--- src/rtl/acc_11bit_pkg.sv ---
// Shared defaults and state encoding for the frame accumulator.
package acc_11bit_pkg;

    localparam int ACC_WIDTH = 11;
    localparam int ACC_CNT_W = 8;

    typedef logic [0:0] state_t;

    localparam state_t ST_ACC = 1'b0;
    localparam state_t ST_OUT = 1'b1;

endpackage

--- src/rtl/csa_11bit.sv ---
// 11-bit carry-select adder: 5-bit ripple low half, upper 6 bits precomputed
// for both carry-ins and selected by the low-half carry.
module csa_11bit (
    input  logic [10:0] a,
    input  logic [10:0] b,
    output logic [10:0] sum,
    output logic        cout
);

    logic [4:0] lo;
    logic       lo_c;
    logic [5:0] hi0;
    logic [5:0] hi1;
    logic       hi0_c;
    logic       hi1_c;

    assign {lo_c, lo}    = {1'b0, a[4:0]} + {1'b0, b[4:0]};
    assign {hi0_c, hi0}  = {1'b0, a[10:5]} + {1'b0, b[10:5]};
    assign {hi1_c, hi1}  = {1'b0, a[10:5]} + {1'b0, b[10:5]} + 7'd1;

    assign sum  = {lo_c ? hi1 : hi0, lo};
    assign cout = lo_c ? hi1_c : hi0_c;

endmodule

--- src/rtl/acc_11bit.sv ---
// Frame accumulator: sums operands until i_last, then presents sum, sticky
// carry-out and saturating operand count until the downstream handshake.
module acc_11bit
    import acc_11bit_pkg::*;
#(
    parameter int WIDTH = ACC_WIDTH,
    parameter int CNT_W = ACC_CNT_W
) (
    input  logic             i_clk,
    input  logic             i_rst,
    input  logic             i_valid,
    output logic             o_ready,
    input  logic [WIDTH-1:0] i_data,
    input  logic             i_last,
    output logic             o_valid,
    input  logic             i_ready,
    output logic [WIDTH-1:0] o_sum,
    output logic             o_ovf,
    output logic [CNT_W-1:0] o_count
);

    state_t           state_q, state_d;
    logic [WIDTH-1:0] acc_q, acc_d;
    logic             ovf_q, ovf_d;
    logic [CNT_W-1:0] count_q, count_d;

    logic [WIDTH-1:0] add_sum;
    logic             add_cout;
    logic             accept;

    csa_11bit u_csa (
        .a    (acc_q),
        .b    (i_data),
        .sum  (add_sum),
        .cout (add_cout)
    );

    assign accept = i_valid && (state_q == ST_ACC);

    always_comb begin
        state_d = state_q;
        acc_d   = acc_q;
        ovf_d   = ovf_q;
        count_d = count_q;
        if (state_q == ST_ACC) begin
            if (accept) begin
                acc_d = add_sum;
                ovf_d = ovf_q | add_cout;
                if (count_q != {CNT_W{1'b1}}) begin
                    count_d = count_q + CNT_W'(1);
                end
                if (i_last) begin
                    state_d = ST_OUT;
                end
            end
        end else if (i_ready) begin
            // Result consumed: clear for the next frame.
            state_d = ST_ACC;
            acc_d   = '0;
            ovf_d   = 1'b0;
            count_d = '0;
        end
    end

    always_ff @(posedge i_clk) begin
        if (i_rst) begin
            state_q <= ST_ACC;
            acc_q   <= '0;
            ovf_q   <= 1'b0;
            count_q <= '0;
        end else begin
            state_q <= state_d;
            acc_q   <= acc_d;
            ovf_q   <= ovf_d;
            count_q <= count_d;
        end
    end

    assign o_ready = (state_q == ST_ACC);
    assign o_valid = (state_q == ST_OUT);
    assign o_sum   = acc_q;
    assign o_ovf   = ovf_q;
    assign o_count = count_q;

endmodule

--- config.mk ---
export PLATFORM = sky130hd
export DESIGN_NAME = acc_11bit
export DESIGN_NICKNAME = d
export VERILOG_FILES = /design/src/rtl/acc_11bit_pkg.sv /design/src/rtl/csa_11bit.sv /design/src/rtl/acc_11bit.sv
export SDC_FILE = /design/constraint.sdc
export NUM_CORES = 1
export LEC_CHECK = 0
export ABC_AREA = 1
export BUFFER_PORTS_ARGS = -buffer_cell sky130_fd_sc_hd__buf_2
export CORE_MARGIN = 8
export CORE_UTILIZATION = 43
export DETAILED_ROUTE_END_ITERATION = 10
export GPL_ROUTABILITY_DRIVEN = 0
export PLACE_DENSITY = 0.7
export REMOVE_ABC_BUFFERS = 1
export SYNTH_ARGS = -nofsm -noshare
export SYNTH_HDL_FRONTEND = slang
export SYNTH_SLANG_ARGS = --single-unit
--- constraint.sdc ---
create_clock -name i_clk -period 3.2 [get_ports i_clk]
set_input_delay 0.48 -clock i_clk [delete_from_list [all_inputs] [get_ports i_clk]]
set_output_delay 0.48 -clock i_clk [all_outputs]
set_load 0.05 [all_outputs]
-- Word-level counts from Yosys, hierarchy flattened
Index checks and enable logic that the tools add are counted.
Widths: inputs -> output; s select.
- flip-flop bits (word level): 21
- input bits: 16
- output and inout port bits: 22
- add/sub/neg operators: 4
- equal/unequal tests: 2
- multiplexer cells: 16
- bitwise logic cells: 2
- reduce and logical (&&, ||, !) cells: 5
- operator list (operator ; number):
    $mux 11 ; 3
    $mux 8 ; 4
    $add 8x1->8 const B ; 1
    $mux 1 ; 8
    $ne 8x8->1 const B ; 1
    $add 6x6->7 ; 1
    $add 7x1->7 const B ; 1
    $add 5x5->6 ; 1
    $mux 6 ; 1
    $reduce_bool 2->1 ; 2
    $reduce_and 3->1 ; 1
    $ne 2x2->1 const B ; 1
    $reduce_and 2->1 ; 1
    $logic_and 1x1->1 ; 1
    $not 1->1 ; 1
    $or 1x1->1 ; 1

-- Longest topological paths before layout
Gate-level depths: netlist of the first run.
- word-level depth: 6
- depth in mapped cells: 13
- depth with buffers taken out: 13

-- Cells and area by module
A second synthesis of the first run with hierarchy kept.
- cell total of the unflattened synthesis: 241
- area, all modules: 1622.8 um2
- by module, submodules not included (module ; times used ; cells an instance ; area each (um2)):
    acc_11bit ; 1 ; 143 ; 988.4
    csa_11bit ; 1 ; 98 ; 634.4

-- Worst setup path after synthesis of the first run
Ideal clock, no wire load.
- path kind: reg2reg
- start point: register acc_q[5] (netlist: o_sum[5])
- end point: register acc_q[7] (netlist: o_sum[7])
- library setup time: 132 ps
- arrival time: 2011 ps
- required time: 3068 ps
- setup slack: 1057 ps
- stages on the path, launching flop included: 9
- period minus slack after synthesis: 2143 ps
- path through: dfxtp_1 -> ha_1 -> fa_1 -> ha_1 -> inv_1 -> nor2_4 -> or2_1 -> nand3_1 -> a21oi_1
- longest elaborated chain between the ends: 5
- RTL lines (element ; RTL line ; source):
    from (decl) ; acc_11bit.sv:23 ; logic [WIDTH-1:0] acc_q, acc_d;
    from (signal assigned) ; acc_11bit.sv:68 ; acc_q <= '0;
    from (signal assigned) ; acc_11bit.sv:73 ; acc_q <= acc_d;
    $add 6x6->7 * ; csa_11bit.sv:18, csa_11bit.sv:19 ;
    $add 7x1->7 ; csa_11bit.sv:19 ; assign {hi1_c, hi1} = {1'b0, a[10:5]} + {1'b0, b[10:5]} + 7'd1;
    $mux 6 * ; csa_11bit.sv:21 ; assign sum = {lo_c ? hi1 : hi0, lo};
    $mux 11 * ; acc_11bit.sv:46 ; if (accept) begin
    $mux 11 * ; acc_11bit.sv:45 ; if (state_q == ST_ACC) begin
Mark *: on every way between the ends. The rest lies on a longest branch, timed or not. The select of a mux whose other input is x is not followed.
A chain may end at the register's enable or synchronous reset.

-- Final worst setup path of the first run
- start point: register acc_q[5] (netlist: o_sum[5])
- end point: register ovf_q (netlist: o_ovf)
- longest elaborated chain between the ends: 6
- RTL lines (element ; RTL line ; source):
    $add 6x6->7 * ; csa_11bit.sv:18, csa_11bit.sv:19 ;
    $add 7x1->7 ; csa_11bit.sv:19 ;
    $mux 1 * ; csa_11bit.sv:22 ; assign cout = lo_c ? hi1_c : hi0_c;
    $or 1x1->1 * ; acc_11bit.sv:48 ; ovf_d = ovf_q | add_cout;
    $mux 1 * ; acc_11bit.sv:46 ;
    $mux 1 * ; acc_11bit.sv:45 ;
    to (signal assigned) ; acc_11bit.sv:74 ; ovf_q <= ovf_d;
    to (decl) ; acc_11bit.sv:24 ; logic ovf_q, ovf_d;
Marked as above.

==> results.sh, run 1 <==
export IMPL_outcome="finished, final reports clean"
export IMPL_path_class="reg2reg"
export IMPL_synth_area_sq_mm=0.00150
export IMPL_hold_start="i_last"
export IMPL_finalHoldViolCount=0
export IMPL_rr_worst_depth=12
export IMPL_wl_per_cell_microns=11.1
export IMPL_core_area_sq_mm=0.00334
export IMPL_synth_cells=217
export IMPL_power_density_mw_per_mm2=425
export IMPL_ir_worst_vdd_mv=0.213
export IMPL_grt_max_degree=17
export IMPL_worst_clock_skew_ns=0.00557
export IMPL_cts_max_level=1
export IMPL_fmax_mhz=517
export IMPL_die_h_microns=75.0
export IMPL_worstReg2RegEnd="o_ovf"
export IMPL_period_share=0.604
export IMPL_p_leak_nw=0.892
export IMPL_yosys_most_used_dff="dfxtp_1"
export IMPL_cts_sinks=21
export IMPL_cp_required_ns=3.42
export IMPL_synthArstFlopShare=0
export IMPL_area_growth_pct=17.2
export IMPL_antenna_found_initial=0
export IMPL_final_min_clock_period_ns=1.93
export IMPL_synth_top_cell_area_share=0.281
export IMPL_drv_slew=0
export IMPL_cts_root_buf="clkbuf_4"
export IMPL_fillers=362
export IMPL_initial_core_util=0.449
export IMPL_r2r_start="o_sum[5]"
export IMPL_n_antenna_cell=0
export IMPL_io_buffers=37
export IMPL_hold_buffers=0
export IMPL_grt_setup_unrepaired="no"
export IMPL_min_to="o_valid"
export IMPL_synth_cell_types=29
export IMPL_crit_fanout=3
export IMPL_io_pin_count=38
export IMPL_yosysWarnings=0
export IMPL_wl_microns=3350
export IMPL_clk_pin_slew_ns=0.13
export IMPL_hpwl_microns=2650
export IMPL_setup_viol=0
export IMPL_row_count=21
export IMPL_cts_buffers=3
export IMPL_grt_usage=0.131
export IMPL_crit_arrival_ns=2.16
export IMPL_drive_gt1_frac=0.251
export IMPL_seq_area_frac_synth=0.281
export IMPL_die_area_sq_mm=0.00563
export IMPL_multi_input_area_sq_um=960
export IMPL_drt_pass1_iter_count=4
export IMPL_drc=0
export IMPL_die_x_microns=75.0
export IMPL_setup_tns_ns=0
export IMPL_max_cap_violations=0
export IMPL_grt_pass1_vias=1417
export IMPL_cts_max_path_buffers=2
export IMPL_cts_tree="built"
export IMPL_clock_latency_ns=0.31
export IMPL_cp_end_kind="flip-flop"
export IMPL_fin_nets=287
export IMPL_yosys_top_cells_count="nand2_1, a21oi_1, inv_1"
export IMPL_p_total_mw=0.745
export IMPL_fin_util=0.526
export IMPL_r2r_slack_ns=1.27
export IMPL_ctsResizeCount=0
export IMPL_yosys_top_cells_area="dfxtp_1, nand2_1, ha_1, a21oi_1, inv_1"
export IMPL_drt_vias_per_instance=4.91
export IMPL_grt_first_pass_wirelength_microns=5950
export IMPL_startpoint_type="flip-flop"
export IMPL_synth_seq_cells=21
export IMPL_syn_avg_cell_area_sq_um=6.90
export IMPL_min_path_cells=3
export IMPL_worst_pin_slew_ns=0.596
export IMPL_synth_largest_area_cell="dfxtp_1"
export IMPL_yosysMostFrequentCell="nand2_1"
export IMPL_synth_edf_count=0
export IMPL_min_path_type="in2reg"
export IMPL_grt_ovfl_total=0
export IMPL_ant_nets=0
export IMPL_regArea_sq_um=420
export IMPL_postCtsSetupRepairBufs=0
export IMPL_maxSlewHeadroom=0.603
export IMPL_drtIter0Drc=67
export IMPL_vias=1477
[final cells by class]
class,instances,area share
Tap cell,46,0.0328
Timing Repair Buffer,37,0.105
Clock buffer,3,0.0128
Clock inverter,1,0.00285
Inverter,28,0.0599
Sequential cell,21,0.239
Multi-Input combinational cell,165,0.547
[critical path: stages (launching register included)]
cell and delay [ns]:
dfxtp_1 0.34, ha_1 0.22, fa_1 0.46, nand3_1 0.13, nand3_1 0.08, nand2_1 0.06, nand2_1 0.10, nor2_2 0.15
nand2_2 0.07, o21bai_2 0.10, nand2_1 0.05, nand2_1 0.05, nand2_1 0.04
[registers in the layout, indices dropped and copies added (netlist names)]
register / flops
o_valid: 1
o_count: 8
o_sum: 11
o_ovf: 1
[logic make-up after synthesis]
family	Yosys count	synth area share
AOI/OAI and AO/OA	37	0.134
xor gates and xnor gates	3	0.0226
adders and majority gates	15	0.135
buffers and inverters	31	0.0785
DFF	21	0.281
and+or+nand+nor	110	0.349
[report_power, final]
group,total (mW),leakage (nW),internal (mW),switching [mW]
Clock,0.134,0.0177,0.0466,0.0869
Sequential,0.298,0.172,0.281,0.0171
Combinational,0.314,0.702,0.0992,0.215
[through the flow]
step / setup WS [ns] / hold WS (ns) / instances / cell area, sq um
after floorplan: 1.07 / 0.549 / 214 / 1490
after global placement: 1.05 / 0.447 / 297 / 1730
after detailed placement: 1.00 / 0.456 / 297 / 1730
after CTS: 1.26 / 0.416 / 301 / 1760
after global routing: 1.08 / 0.421 / 301 / 1760
final: 1.27 / 0.428 / 301 / 1760
[how the worst max path moves through the flow]
stage | cells after the start | start | endpoint
after floorplan | 8 | o_sum[5] | o_sum[7]
after global placement | 13 | i_data[5] | o_ovf
after detailed placement | 13 | i_data[5] | o_ovf
after CTS | 12 | o_sum[5] | o_ovf
after global routing | 12 | o_sum[5] | o_ovf
final | 12 | o_sum[5] | o_ovf
[layout by cell type (no fill, tap or decap), drive strengths merged]
cell / count
or2: 1
nor3: 1
a21oi: 25
ha: 13
fa: 2
nand2: 60
nand3b: 2
and2: 1
nor2: 24
o21bai: 2
o21ai: 7
buf: 37
a31oi: 1
clkbuf: 3
inv: 28
nand4: 5
xor2: 3
nand3: 16
clkinv: 1
dfxtp: 21
a211oi: 2
[layer usage]
metal	GRT usage	vias to the layer above	part of all wire
met3	0.0266	4	0.075
met1	0.169	650	0.48
li1	-	784	-
met5	0	-	0
met2	0.211	39	0.44
met4	0.0391	0	0.0095
(Power assumes the default switching activity.)
==> run 2: changes to the inputs <==
- clock period: 3.2 -> 1.95 ns (I/O delays scaled with it)
==> results.sh, run 2 (synthesized netlist as in run 1, its figures left out) <==
export IMPL_maxSlewHeadroom=0.785
export IMPL_grt_usage=0.129
export IMPL_crit_fanout=4
export IMPL_grt_pass1_vias=1400
export IMPL_path_cells="ha_4 > fa_2 > ha_4 > inv_2 > nor2_4 > buf_4 > or2_1 > nand3_1 > a21oi_1"
export IMPL_die_h_microns=75.0
export IMPL_fin_ws_ns=0.0605
export IMPL_rr_worst_depth=9
export IMPL_slowest_stage="fa_2"
export IMPL_grt_setup_unrepaired="yes"
export IMPL_worst_clock_skew_ns=0.00715
export IMPL_fmax_mhz=529
export IMPL_wl_per_cell_microns=11.3
export IMPL_cts_sinks=21
export IMPL_hold_start="i_last"
export IMPL_fin_nets=290
export IMPL_row_count=21
export IMPL_largest_register_ffs=11
export IMPL_vias=1482
export IMPL_cts_tree="built"
export IMPL_startpoint_type="flip-flop"
export IMPL_grt_ovfl_total=0
export IMPL_grt_max_degree=17
export IMPL_p_leak_nw=0.906
export IMPL_drt_vias_per_instance=4.88
export IMPL_initial_core_util=0.449
export IMPL_ant_nets=0
export IMPL_drc=0
export IMPL_r2r_start="o_sum[5]"
export IMPL_drtIter0Drc=56
export IMPL_hold_buffers=0
export IMPL_cp_required_ns=2.20
export IMPL_period_share=0.969
export IMPL_io_pin_count=38
export IMPL_cp_slowest_stage_delay_ns=0.61
export IMPL_r2r_slack_ns=0.06
export IMPL_cts_buffers=3
export IMPL_outcome="finished, final reports clean"
export IMPL_cts_max_level=1
export IMPL_min_path_cells=3
export IMPL_die_x_microns=75.0
export IMPL_cts_root_buf="clkbuf_4"
export IMPL_grt_first_pass_wirelength_microns=5810
export IMPL_fin_util=0.547
export IMPL_min_path_type="in2reg"
export IMPL_ir_worst_vdd_mv=0.380
export IMPL_final_common_cell="nand2_1"
export IMPL_drt_pass1_iter_count=4
export IMPL_setup_viol=0
export IMPL_clk_pin_slew_ns=0.13
export IMPL_cp_end_kind="flip-flop"
export IMPL_core_area_sq_mm=0.00334
export IMPL_place_area_sq_mm=0.00174
export IMPL_worstReg2RegEnd="o_sum[7]"
export IMPL_final_min_clock_period_ns=1.89
export IMPL_drv_slew=0
export IMPL_cts_max_path_buffers=2
export IMPL_area_growth_pct=22.0
export IMPL_final_area_sq_mm=0.00183
export IMPL_finalHoldViolCount=0
export IMPL_hpwl_microns=2690
export IMPL_n_antenna_cell=0
export IMPL_critical_path_top_delay_family="adder cells"
export IMPL_mostFrequentLayoutCells="nand2_1, buf_2, a21oi_1"
export IMPL_min_to="o_valid"
export IMPL_worst_pin_slew_ns=0.323
export IMPL_power_density_mw_per_mm2=689
export IMPL_crit_path_frequent_cell="ha_4"
export IMPL_antenna_found_initial=0
export IMPL_path_class="reg2reg"
export IMPL_place_ws_ns=-0.0470
export IMPL_max_cap_violations=0
export IMPL_clock_latency_ns=0.31
export IMPL_crit_buf_inv=2
export IMPL_wl_microns=3420
export IMPL_drive_gt1_frac=0.302
export IMPL_die_area_sq_mm=0.00563
export IMPL_crit_arrival_ns=2.14
export IMPL_io_buffers=37
[run 2: stage by stage]
stage | setup TNS [ns] | total power, mW | cells | hold slack (ns)
after floorplan | -0.645 | 0.898 | 214 | 0.362
after global placement | 0 | 1.01 | 299 | 0.451
after detailed placement | -0.0725 | 1.02 | 299 | 0.451
after CTS | 0 | 1.24 | 303 | 0.224
after global routing | -0.0531 | 1.35 | 304 | 0.233
final | 0 | 1.26 | 304 | 0.236
[run 2: worst reg2reg max path: stages, from the launching register on]
cell and delay, ns:
dfxtp_2 0.36, ha_4 0.16, fa_2 0.61, ha_4 0.14, inv_2 0.04, nor2_4 0.12
buf_4 0.13, or2_1 0.09, nand3_1 0.06, a21oi_1 0.12
[run 2: layout make-up]
type / count / area, sq um
Tap cell: 46 / 57.6
Inverter: 28 / 105
Clock buffer: 3 / 22.5
Fill cell: 374 / 1510
Multi-Input combinational cell: 165 / 1010
Clock inverter: 1 / 5.00
Sequential cell: 21 / 423
Timing Repair Buffer: 40 / 208
[run 2: metal layers]
metal,GRT usage,wire (microns),up-vias
li1,-,-,792
met1,0.162,1660,657
met2,0.212,1530,29
met3,0.0280,196,4
met5,0,0,-
met4,0.0391,34,0
[run 2: report_power, final]
part           switching [mW]  total (mW)  internal [mW]
registers              0.0282       0.490          0.462
clock network           0.141       0.217         0.0766
logic                   0.365       0.551          0.186
total                   0.534        1.26          0.724
[run 2: timing repair]
item	CTS	global route
setup buffers	0	1
gates resized for setup	0	14
setup endpoints to repair	0	3
[run 2: worst max path at each step]
| stage | from | end | slack (ns) | depth (start not counted) |
|---|---|---|---|---|
| 4_1_cts | o_sum[5] | o_ovf | 0.02 | 12 |
| 2_1_floorplan | o_sum[5] | o_sum[7] | -0.18 | 8 |
| 6_report | o_sum[5] | o_sum[7] | 0.06 | 9 |
| 3_3_place_gp | i_data[5] | o_ovf | 0.007 | 13 |
| 5_1_grt | o_sum[5] | o_sum[9] | -0.03 | 9 |
| 3_5_place_dp | i_data[5] | o_ovf | -0.05 | 13 |
